`config.mk`:
```
export PLATFORM = sky130hd
export DESIGN_NAME = rr_arbiter_flat
export DESIGN_NICKNAME = d
export VERILOG_FILES = /design/src/rtl/rr_arbiter_if.sv /design/src/rtl/rr_arbiter.sv /design/src/flat_wrapper.sv
export SDC_FILE = /design/constraint.sdc
export NUM_CORES = 1
export LEC_CHECK = 0
export BUFFER_PORTS_ARGS = -buffer_cell sky130_fd_sc_hd__buf_2
export CAP_MARGIN = 25
export CORE_AREA = 5 5 64 66
export CTS_BUF_LIST = sky130_fd_sc_hd__clkbuf_8 sky130_fd_sc_hd__clkbuf_16
export DETAILED_ROUTE_END_ITERATION = 12
export DIE_AREA = 0 0 69 71
export PLACE_DENSITY_LB_ADDON = 0.3
export SYNTH_ARGS = -nofsm -noshare
export SYNTH_HDL_FRONTEND = slang
export SYNTH_SLANG_ARGS = --single-unit
```
`constraint.sdc`:
```
create_clock -name clk -period 2.4 [get_ports clk]
set_input_delay 0.48 -clock clk [delete_from_list [all_inputs] [get_ports clk]]
set_output_delay 0.48 -clock clk [all_outputs]
set_load 0.01 [all_outputs]
```
`src/rtl/rr_arbiter_if.sv`:
```
// Bundle between the N requesters and the arbiter.
//
// Handshake: a requester raises req[i] and keeps it high for as long as it
// needs the resource; it owns the resource on every cycle where grant[i] is
// high, and it gives the resource back by lowering req[i]. The arbiter changes
// grant only on a clock edge. en gates whether new grants may be issued.
interface rr_arbiter_if #(
    parameter int N_REQ    = 4,
    parameter int MAX_HOLD = 8
);
    localparam int IDW = $clog2(N_REQ);
    localparam int HCW = (MAX_HOLD > 0) ? $clog2(MAX_HOLD + 1) : 1;

    logic             en;
    logic [N_REQ-1:0] req;
    logic [N_REQ-1:0] grant;
    logic [IDW-1:0]   grant_id;
    logic             busy;
    logic             preempt;

    // Observability of the arbiter's internal state for checkers.
    logic             dbg_state;    // 0 = IDLE, 1 = GRANT
    logic [HCW-1:0]   dbg_hold_cnt;

    // Requester side drives requests and the enable.
    modport master (
        output en, req,
        input  grant, grant_id, busy, preempt, dbg_state, dbg_hold_cnt
    );

    // Arbiter side.
    modport slave (
        input  en, req,
        output grant, grant_id, busy, preempt, dbg_state, dbg_hold_cnt
    );
endinterface

```
`src/rtl/rr_arbiter.sv`:
```
// N-way Moore arbiter with a registered one-hot grant, hold-until-release
// ownership, round-robin (MODE 0) or fixed-priority (MODE 1) selection, and a
// hold limit that forces rotation while other requesters are waiting.
// Every output comes straight from a register; there is no path from req to
// grant inside a single cycle.
module rr_arbiter #(
    parameter int N_REQ    = 4,   // 2..16
    parameter int MAX_HOLD = 8,   // 0 = unlimited hold
    parameter int MODE     = 0    // 0 = round-robin, 1 = fixed priority (index 0 highest)
) (
    input  logic          clk,
    input  logic          reset_n,
    rr_arbiter_if.slave   bus
);
    localparam int IDW      = $clog2(N_REQ);
    localparam int HCW      = (MAX_HOLD > 0) ? $clog2(MAX_HOLD + 1) : 1;
    localparam int HOLD_LIM = (MAX_HOLD > 0) ? MAX_HOLD - 1 : 0;

    localparam logic [HCW-1:0] HOLD_LIM_V = HCW'(HOLD_LIM);
    localparam logic [IDW-1:0] LAST_RST   = IDW'(N_REQ - 1);

    typedef enum logic {
        IDLE  = 1'b0,
        GRANT = 1'b1
    } state_e;

    state_e           state_q,   state_d;
    logic [N_REQ-1:0] grant_q,   grant_d;
    logic [IDW-1:0]   id_q,      id_d;
    logic [IDW-1:0]   last_q,    last_d;
    logic [HCW-1:0]   hold_q,    hold_d;
    logic             preempt_q, preempt_d;

    logic             owner_req;
    logic [N_REQ-1:0] other;
    logic [IDW:0]     pick_all;     // {found, index}
    logic [IDW:0]     pick_other;   // {found, index}

    // Selection among the candidate bits. Both loops run from the least to
    // the most preferred candidate so the last hit is the winner, which keeps
    // the function free of early exits.
    function automatic logic [IDW:0] pick(input logic [N_REQ-1:0] cand,
                                          input logic [IDW-1:0]   ptr);
        logic           found;
        logic [IDW-1:0] sel;
        logic [IDW-1:0] idx;
        found = 1'b0;
        sel   = '0;
        idx   = '0;
        if (MODE == 1) begin
            for (int i = N_REQ - 1; i >= 0; i--) begin
                if (cand[i]) begin
                    found = 1'b1;
                    sel   = IDW'(i);
                end
            end
        end else begin
            // Search last+1, last+2, ... ; the pointer itself is tried last.
            for (int k = N_REQ; k >= 1; k--) begin
                idx = IDW'((int'(ptr) + k) % N_REQ);
                if (cand[idx]) begin
                    found = 1'b1;
                    sel   = idx;
                end
            end
        end
        return {found, sel};
    endfunction

    // Request of the current owner and the set of competing requesters.
    always_comb begin
        owner_req  = bus.req[id_q] & (state_q == GRANT);
        other      = (state_q == GRANT) ? (bus.req & ~grant_q) : bus.req;
        pick_all   = pick(bus.req, last_q);
        pick_other = pick(other, last_q);
    end

    // Next-state and next-output decode for the IDLE/GRANT machine.
    always_comb begin
        state_d   = state_q;
        grant_d   = grant_q;
        id_d      = id_q;
        last_d    = last_q;
        hold_d    = hold_q;
        preempt_d = 1'b0;

        unique case (state_q)
            IDLE: begin
                hold_d = '0;
                if (bus.en && pick_all[IDW]) begin
                    state_d = GRANT;
                    grant_d = N_REQ'(1) << pick_all[IDW-1:0];
                    id_d    = pick_all[IDW-1:0];
                    last_d  = pick_all[IDW-1:0];
                end
            end

            GRANT: begin
                if (!owner_req) begin
                    // Release: hand over with no idle cycle when allowed.
                    hold_d = '0;
                    if (bus.en && pick_other[IDW]) begin
                        grant_d = N_REQ'(1) << pick_other[IDW-1:0];
                        id_d    = pick_other[IDW-1:0];
                        last_d  = pick_other[IDW-1:0];
                    end else begin
                        state_d = IDLE;
                        grant_d = '0;
                        id_d    = '0;
                    end
                end else if ((MAX_HOLD != 0) && bus.en && pick_other[IDW] &&
                             (hold_q == HOLD_LIM_V)) begin
                    // Hold limit reached under contention: rotate ownership.
                    hold_d    = '0;
                    preempt_d = 1'b1;
                    grant_d   = N_REQ'(1) << pick_other[IDW-1:0];
                    id_d      = pick_other[IDW-1:0];
                    last_d    = pick_other[IDW-1:0];
                end else if ((MAX_HOLD != 0) && pick_other[IDW] &&
                             (hold_q < HOLD_LIM_V)) begin
                    // Keep the owner; count only cycles where someone waits.
                    hold_d = hold_q + HCW'(1);
                end
            end

            default: begin
                state_d = IDLE;
                grant_d = '0;
                id_d    = '0;
                hold_d  = '0;
            end
        endcase
    end

    // State and output registers; reset clears the grant immediately.
    always_ff @(posedge clk or negedge reset_n) begin
        if (!reset_n) begin
            state_q   <= IDLE;
            grant_q   <= '0;
            id_q      <= '0;
            last_q    <= LAST_RST;
            hold_q    <= '0;
            preempt_q <= 1'b0;
        end else begin
            state_q   <= state_d;
            grant_q   <= grant_d;
            id_q      <= id_d;
            last_q    <= last_d;
            hold_q    <= hold_d;
            preempt_q <= preempt_d;
        end
    end

    // Outputs are direct register decodes.
    assign bus.grant        = grant_q;
    assign bus.grant_id     = id_q;
    assign bus.busy         = (state_q == GRANT);
    assign bus.preempt      = preempt_q;
    assign bus.dbg_state    = state_q;
    assign bus.dbg_hold_cnt = hold_q;

    // Structural invariants of the registered outputs.
    a_onehot: assert property (@(posedge clk) disable iff (!reset_n)
        $onehot0(grant_q));
    a_grant_id: assert property (@(posedge clk) disable iff (!reset_n)
        ((grant_q == '0) && (id_q == '0)) || (grant_q == (N_REQ'(1) << id_q)));
    a_busy: assert property (@(posedge clk) disable iff (!reset_n)
        ((state_q == GRANT) == (|grant_q)));
    a_preempt_busy: assert property (@(posedge clk) disable iff (!reset_n)
        (preempt_q |-> (|grant_q)));
    a_hold_range: assert property (@(posedge clk) disable iff (!reset_n)
        (hold_q <= HOLD_LIM_V));

endmodule
```
`src/flat_wrapper.sv`:
```
// flat-port wrapper written by rule: the top's interface ports become plain ports
module rr_arbiter_flat 
#(
    parameter int N_REQ    = 4,           
    parameter int MAX_HOLD = 8,                        
    parameter int MODE     = 0                                                            
)
  (clk, reset_n, bus_en, bus_req, bus_grant, bus_grant_id, bus_busy, bus_preempt, bus_dbg_state, bus_dbg_hold_cnt);
  rr_arbiter_if #(.N_REQ(N_REQ), .MAX_HOLD(MAX_HOLD)) bus_i ();
  input  logic clk;
  input  logic reset_n;
  input wire logic [$bits(bus_i.en)-1:0] bus_en;
  input wire logic [$bits(bus_i.req)-1:0] bus_req;
  output wire logic [$bits(bus_i.grant)-1:0] bus_grant;
  output wire logic [$bits(bus_i.grant_id)-1:0] bus_grant_id;
  output wire logic [$bits(bus_i.busy)-1:0] bus_busy;
  output wire logic [$bits(bus_i.preempt)-1:0] bus_preempt;
  output wire logic [$bits(bus_i.dbg_state)-1:0] bus_dbg_state;
  output wire logic [$bits(bus_i.dbg_hold_cnt)-1:0] bus_dbg_hold_cnt;
  assign bus_i.en = bus_en;
  assign bus_i.req = bus_req;
  assign bus_grant = bus_i.grant;
  assign bus_grant_id = bus_i.grant_id;
  assign bus_busy = bus_i.busy;
  assign bus_preempt = bus_i.preempt;
  assign bus_dbg_state = bus_i.dbg_state;
  assign bus_dbg_hold_cnt = bus_i.dbg_hold_cnt;
  rr_arbiter #(.N_REQ(N_REQ), .MAX_HOLD(MAX_HOLD), .MODE(MODE)) u_core (.clk(clk), .reset_n(reset_n), .bus(bus_i));
endmodule
```
==> flow_metrics.py, run 1 <==
metrics = {
    "logic_synthesis": {
        "synth_nets": 132,
        "syn_inst": 124,
        "yosysWarnings": 0,
        "synth-edff-count": 0,
        "async_reset_ff_frac": 1.000,
        "syn_avg_cell_area_sq_um": 9.192,
        "ys_seq_area_frac": 0.3095,
        "synth_cell_types": 52,
        "synth-main-ff-cell": "dfrtp_1",
        "syn-cell-area_sq_mm": 0.001140,
        "synth_seq_cells": 14,
    },
    "critical_path": {
        "path_class": "flop to flop",
        "path_max_fanout": 13,
        "reg2reg_depth": 5,
        "cp.arrival_ns": 2.05,
        "cp.required_ns": 2.56,
        "r2r_setup_slack_ns": 0.52,
        "r2r-end": "u_core.bus.grant[0]",
        "startpoint_type": "flop",
        "end_kind": "flop",
        "timing.rr.start": "u_core.bus.busy",
    },
    "global_routing": {
        "met2_usage": 0.2087,
        "met3_usage": 0.04119,
        "antenna_found_initial": 0,
        "grt_max_degree": 15,
        "grtUsageTotal": 0.1249,
        "grt_first_pass_wirelength_um": 4988,
        "grt_pass1_vias": 1071,
        "grt-busiest-layer": "met2",
        "grt-ovfl-total": 0,
        "grt.met1_usage": 0.1540,
    },
    "finish": {
        "final_net_count": 152,
        "drive_gt1_frac": 0.2867,
        "fin_cells": 191,
        "n_antenna_cell": 0,
        "fin_util": 0.3743,
        "syn_to_final_growth_pct": 15.70,
    },
    "timing": {
        "tns_ns": 0,
        "min_period_ns": 1.883,
        "setup_viol": 0,
        "worst-slew-pin-transition_ns": 0.4855,
        "fmax_ghz": 0.5310,
        "rsz0062_at_grt": "false",
        "whs_ns": 0.1141,
        "report.final.slew_viol_count": 0,
        "hold_violations": 0,
        "fin_skew_ns": 0.006568,
        "finalCritPeriodShare": 0.7847,
        "slew_headroom": 0.6764,
    },
    "cts": {
        "postCtsSetupRepairBufs": 0,
        "cts_sinks": 14,
        "clock_latency_ns": 0.25,
        "cts_root_buf": "clkbuf_8",
        "cts_resized": 0,
        "numCtsBuffers": 3,
        "ctsHoldBuffers": 0,
        "cts_buffer_depth": 2,
        "clkTransAtPathRegs_ns": 0.06,
        "cts_tree": "built",
        "htree_levels": 1,
    },
    "power_and_ir_drop": {
        "switching_share": 0.4776,
        "combPwrFrac": 0.576,
        "peakVddDrop_mv": 0.5054,
        "p_total_mw": 1.666,
        "powerDensity_mw_per_mm2": 1263,
        "clockPowerShare": 0.115,
        "switchingPower_mw": 0.7956,
        "p_int_mw": 0.8701,
        "leakage_nw": 0.5900,
        "seq_power_share": 0.309,
    },
    "routing": {
        "drc": 0,
        "drt_first_pass_iters": 5,
        "drt-wirelength-per-cell_um": 15.05,
        "routed_via_density": 5.565,
        "ant_nets": 0,
        "vias": 1063,
        "wl_um": 2875,
        "drt_iter0_markers": 54,
    },
    "run": {
        "cap_violations": 0,
    },
    "place": {
        "portBuffers": 19,
        "dpl.hpwl_um": 2293,
        "dpl.cell_count": 187,
        "place_congestion": 0.8606,
    },
    "die": {
        "dieWidth_um": 69,
        "ios": 20,
        "core_area_sq_mm": 0.003523,
        "die-area_sq_mm": 0.004899,
        "rows": 22,
        "die_h_um": 71,
        "start_util": 0.3235,
    },
    "run_status": {
        "status": "finished, final reports clean",
    },
    "min_path": {
        "holdCritPathClass": "input pin to async pin",
    },
}
-- worst max-delay path by stage --
stage | from | to | slack [ns] | cells after the start
2_1_floorplan | bus_req[1] | u_core.bus.grant[2] | 0.72 | 5
5_1_grt | u_core.bus.busy | u_core.bus.grant[0] | 0.38 | 5
3_5_place_dp | bus_req[1] | u_core.bus.grant[2] | 0.45 | 6
3_3_place_gp | bus_req[2] | u_core.bus.grant[3] | 0.48 | 6
6_report | u_core.bus.busy | u_core.bus.grant[0] | 0.52 | 5
4_1_cts | u_core.bus.busy | u_core.bus.grant[0] | 0.56 | 5
-- power groups by stage --
stage	registers, mW	logic [mW]	clock network (mW)
2_1_floorplan	0.465	0.748	0
3_3_place_gp	0.513	0.933	0
3_5_place_dp	0.516	0.950	0
4_1_cts	0.511	0.957	0.197
5_1_grt	0.534	1.06	0.214
6_report	0.514	0.959	0.192
-- cells by family after synthesis --
| group | share of synthesized area |
|---|---|
| mux | 0.06367 |
| buf+inv | 0.04501 |
| simple gates | 0.2283 |
| flops | 0.3096 |
| compound gates | 0.3425 |
| fa+ha+maj | 0.01098 |
-- Yosys cell counts, types with 4 or more instances --
cell / number / share of area
a21oi_1: 6 / 0.026
nor3_1: 4 / 0.018
nand3_1: 5 / 0.022
mux2i_1: 5 / 0.044
o211ai_1: 5 / 0.033
dfrtp_1: 12 / 0.26
inv_1: 7 / 0.023
nor2b_1: 4 / 0.022
nor2_1: 8 / 0.026
nand2_1: 11 / 0.036
-- metrics by stage --
step | setup WS (ns) | area [sq um]
2_1_floorplan | 0.7177 | 1140
5_1_grt | 0.3813 | 1319
6_report | 0.5168 | 1319
3_3_place_gp | 0.4829 | 1274
4_1_cts | 0.5610 | 1319
3_5_place_dp | 0.4451 | 1274
-- cell type report --
class / count / area [sq um]
Clock buffer: 3 / 41.29
Sequential cell: 14 / 352.8
Timing Repair Buffer: 19 / 95.09
Clock inverter: 1 / 3.754
Multi-Input combinational cell: 98 / 735.7
Inverter: 8 / 30.03
Tap cell: 48 / 60.06
Fill cell: 383 / 2205
-- flip-flops by register name (all words and copies together) (netlist names) --
name	cells
u_core.bus.dbg_hold_cnt	4
u_core.bus.grant	4
u_core.bus.grant_id	2
u_core.last_q	2
u_core.bus.busy	1
u_core.bus.preempt	1
-- placed cells by master (no fill, tap or decap), types with 3 or more instances in the layout --
master / Yosys / final
dfrtp_1: 12 / 12
clkbuf_8: 0 / 3
a21oi_1: 6 / 6
nand2_1: 11 / 11
mux2i_1: 5 / 5
inv_1: 7 / 8
o211ai_1: 5 / 5
buf_2: 2 / 19
nor2_1: 8 / 8
nor3_1: 4 / 4
nor2b_1: 4 / 4
nand3_1: 5 / 5
-- worst max-delay path: stages, from the launching register on --
cell and delay [ns]:
dfrtp_1 0.55, a21boi_4 0.30, a31oi_2 0.15, o311ai_4 0.39, nand4_1 0.19, a2bb2oi_1 0.22
-- per-layer routing --
layer,up-vias,routed length (um)
li1,512,-
met1,510,1275
met2,36,1409
met3,5,163
met4,0,27
met5,-,0
No activity file was read; power rests on OpenSTA's default activity.
==> inputs of run 2 (changes only) <==
==> constraint.sdc (replaced) <==
create_clock -name clk -period 1.6 [get_ports clk]
set_input_delay 0.32 -clock clk [delete_from_list [all_inputs] [get_ports clk]]
set_output_delay 0.32 -clock clk [all_outputs]
set_load 0.01 [all_outputs]
==> run 2 against run 1 <==
  * The flow now finishes with violations (setup timing)
  * Worst setup slack got worse by 0.55 ns
  * Utilization increased by 8.9 points
  * Die area is the same
  * Clock-buffer cell count unchanged
  * Critical endpoint is now u_core.bus.grant[2]
  * Clock skew hardly changed
  * Via count grew 11%
==> flow_metrics.py, run 2 (synthesized netlist as in run 1, its figures left out) <==
metrics = {
    "routing": {
        "routed_via_density": 5.379,
        "drc": 0,
        "wl_um": 3260,
        "ant_nets": 0,
        "drt-wirelength-per-cell_um": 14.89,
        "drt_iter0_markers": 39,
        "vias": 1178,
        "drt_first_pass_iters": 5,
    },
    "global_routing": {
        "antenna_found_initial": 0,
        "grt_pass1_vias": 1224,
        "grtUsageTotal": 0.1375,
        "grt-ovfl-total": 0,
        "grt_max_degree": 15,
        "grt_first_pass_wirelength_um": 5623,
    },
    "cts": {
        "cts_sinks": 14,
        "htree_levels": 1,
        "cts_buffer_depth": 2,
        "cts_root_buf": "clkbuf_8",
        "clock_latency_ns": 0.24,
        "clkTransAtPathRegs_ns": 0.06,
        "cts_tree": "built",
        "numCtsBuffers": 3,
    },
    "place": {
        "place_congestion": 0.9081,
        "dpl.hpwl_um": 2600,
        "portBuffers": 19,
        "dpl_cell_area_sq_mm": 0.001461,
    },
    "timing": {
        "fmax_ghz": 0.6107,
        "slew_headroom": 0.7276,
        "finalCritPeriodShare": 1.023,
        "min_period_ns": 1.637,
        "fin_skew_ns": 0.006580,
        "rsz0062_at_grt": "true",
        "setup_ws_ns": -0.03745,
        "whs_ns": 0.3841,
        "tns_ns": -0.08626,
        "report.final.slew_viol_count": 0,
        "hold_violations": 0,
        "worst-slew-pin-transition_ns": 0.4034,
        "setup_viol": 4,
    },
    "min_path": {
        "holdCritStartpoint": "bus_en",
        "holdCritPathClass": "input pin to flop",
        "worstHoldEndpoint": "u_core.bus.preempt",
        "hold_depth": 3,
    },
    "die": {
        "die_h_um": 71,
        "start_util": 0.3235,
        "dieWidth_um": 69,
        "core_area_sq_mm": 0.003523,
        "die-area_sq_mm": 0.004899,
        "ios": 20,
        "rows": 22,
    },
    "power_and_ir_drop": {
        "peakVddDrop_mv": 0.8020,
        "combPwrFrac": 0.665,
        "leakage_nw": 0.7543,
        "powerDensity_mw_per_mm2": 1885,
        "seq_power_share": 0.242,
        "switchingPower_mw": 1.366,
        "switching_share": 0.4434,
        "clockPowerShare": 0.093,
        "p_int_mw": 1.715,
    },
    "run_status": {
        "violations": "setup timing",
        "status": "finished with violations",
    },
    "finish": {
        "final_net_count": 180,
        "layout_common_cells": "buf_4 (25), buf_2 (19), nand2_1 (11)",
        "drive_gt1_frac": 0.5146,
        "final_common_cell": "buf_4",
        "finish.instance_area_sq_mm": 0.001634,
        "n_antenna_cell": 0,
        "fin_util": 0.4638,
        "syn_to_final_growth_pct": 43.36,
        "nFillCells": 355,
    },
    "critical_path": {
        "cp.required_ns": 1.77,
        "r2r-end": "u_core.bus.grant[2]",
        "path_max_fanout": 8,
        "startpoint_type": "flop",
        "timing.rr.start": "u_core.last_q[1]",
        "cp.arrival_ns": 1.81,
        "reg2reg_depth": 6,
        "end_kind": "flop",
        "r2r_setup_slack_ns": -0.04,
        "path_class": "flop to flop",
    },
    "run": {
        "cap_violations": 0,
    },
}
-- run 2: cell types whose count changed in the layout (fill, tap and decap cells not counted), sizes merged --
cell         change
buf             +27
dlygate4sd3      +1
-- run 2: layout make-up --
| class | count | area [sq um] | share of cell area |
|---|---|---|---|
| Timing Repair Buffer | 47 | 315.3 | 0.1930 |
| Sequential cell | 14 | 356.6 | 0.2182 |
| Inverter | 8 | 30.03 | 0.01838 |
| Clock inverter | 1 | 3.754 | 0.002297 |
| Tap cell | 48 | 60.06 | 0.03675 |
| Multi-Input combinational cell | 98 | 827.0 | 0.5061 |
| Clock buffer | 3 | 41.29 | 0.02527 |
-- run 2: power by group through the flow --
stage / sequential (mW) / combinational [mW] / clock (mW)
final: 0.745 / 2.05 / 0.288
after CTS: 0.716 / 1.89 / 0.296
after floorplan: 0.698 / 1.12 / 0
after global placement: 0.713 / 1.79 / 0
after detailed placement: 0.721 / 1.82 / 0
after global routing: 0.763 / 2.22 / 0.324
-- run 2: per-layer routing --
layer  share of wire  GRT usage  up-vias
met5               0          0        -
met4           0.015    0.03254        0
met3           0.033    0.03693        4
met2            0.52     0.2479       25
met1            0.43     0.1622      579
li1                -          -      570
-- run 2: critical path, stage by stage (launching register included) --
cell	delay, ns
dfstp_2	0.65
buf_6	0.13
mux2i_1	0.17
o22ai_1	0.11
a21o_1	0.20
o32a_1	0.19
a2bb2oi_2	0.11
-- run 2: how the worst max path moves through the flow --
stage / start / end / slack, ns / cells after the start
floorplan: u_core.last_q[1] / u_core.bus.grant[0] / 0.03 / 6
global placement: bus_req[2] / u_core.bus.grant[3] / -0.12 / 6
detailed placement: bus_req[3] / u_core.bus.grant[2] / -0.12 / 6
CTS: u_core.last_q[1] / u_core.bus.grant[2] / -0.03 / 6
global route: u_core.last_q[1] / u_core.bus.grant[1] / -0.11 / 5
finish: u_core.last_q[1] / u_core.bus.grant[2] / -0.04 / 6
-- run 2: stage by stage --
| stage | instances | worst slack [ns] | power, mW |
|---|---|---|---|
| after floorplan | 124 | 0.02995 | 1.819 |
| after global placement | 212 | -0.1159 | 2.508 |
| after detailed placement | 212 | -0.1217 | 2.545 |
| after CTS | 218 | -0.03377 | 2.905 |
| after global routing | 219 | -0.1100 | 3.311 |
| final | 219 | -0.03745 | 3.081 |
-- run 2: timing repair --
action / in CTS / in global routing
endpoints found under the hold margin: 12 / 0
setup endpoints to repair: 8 / 12
pin swaps: 3 / 5
hold buffers: 1 / 0
gates resized for setup: 7 / 19
setup buffers: 1 / 1
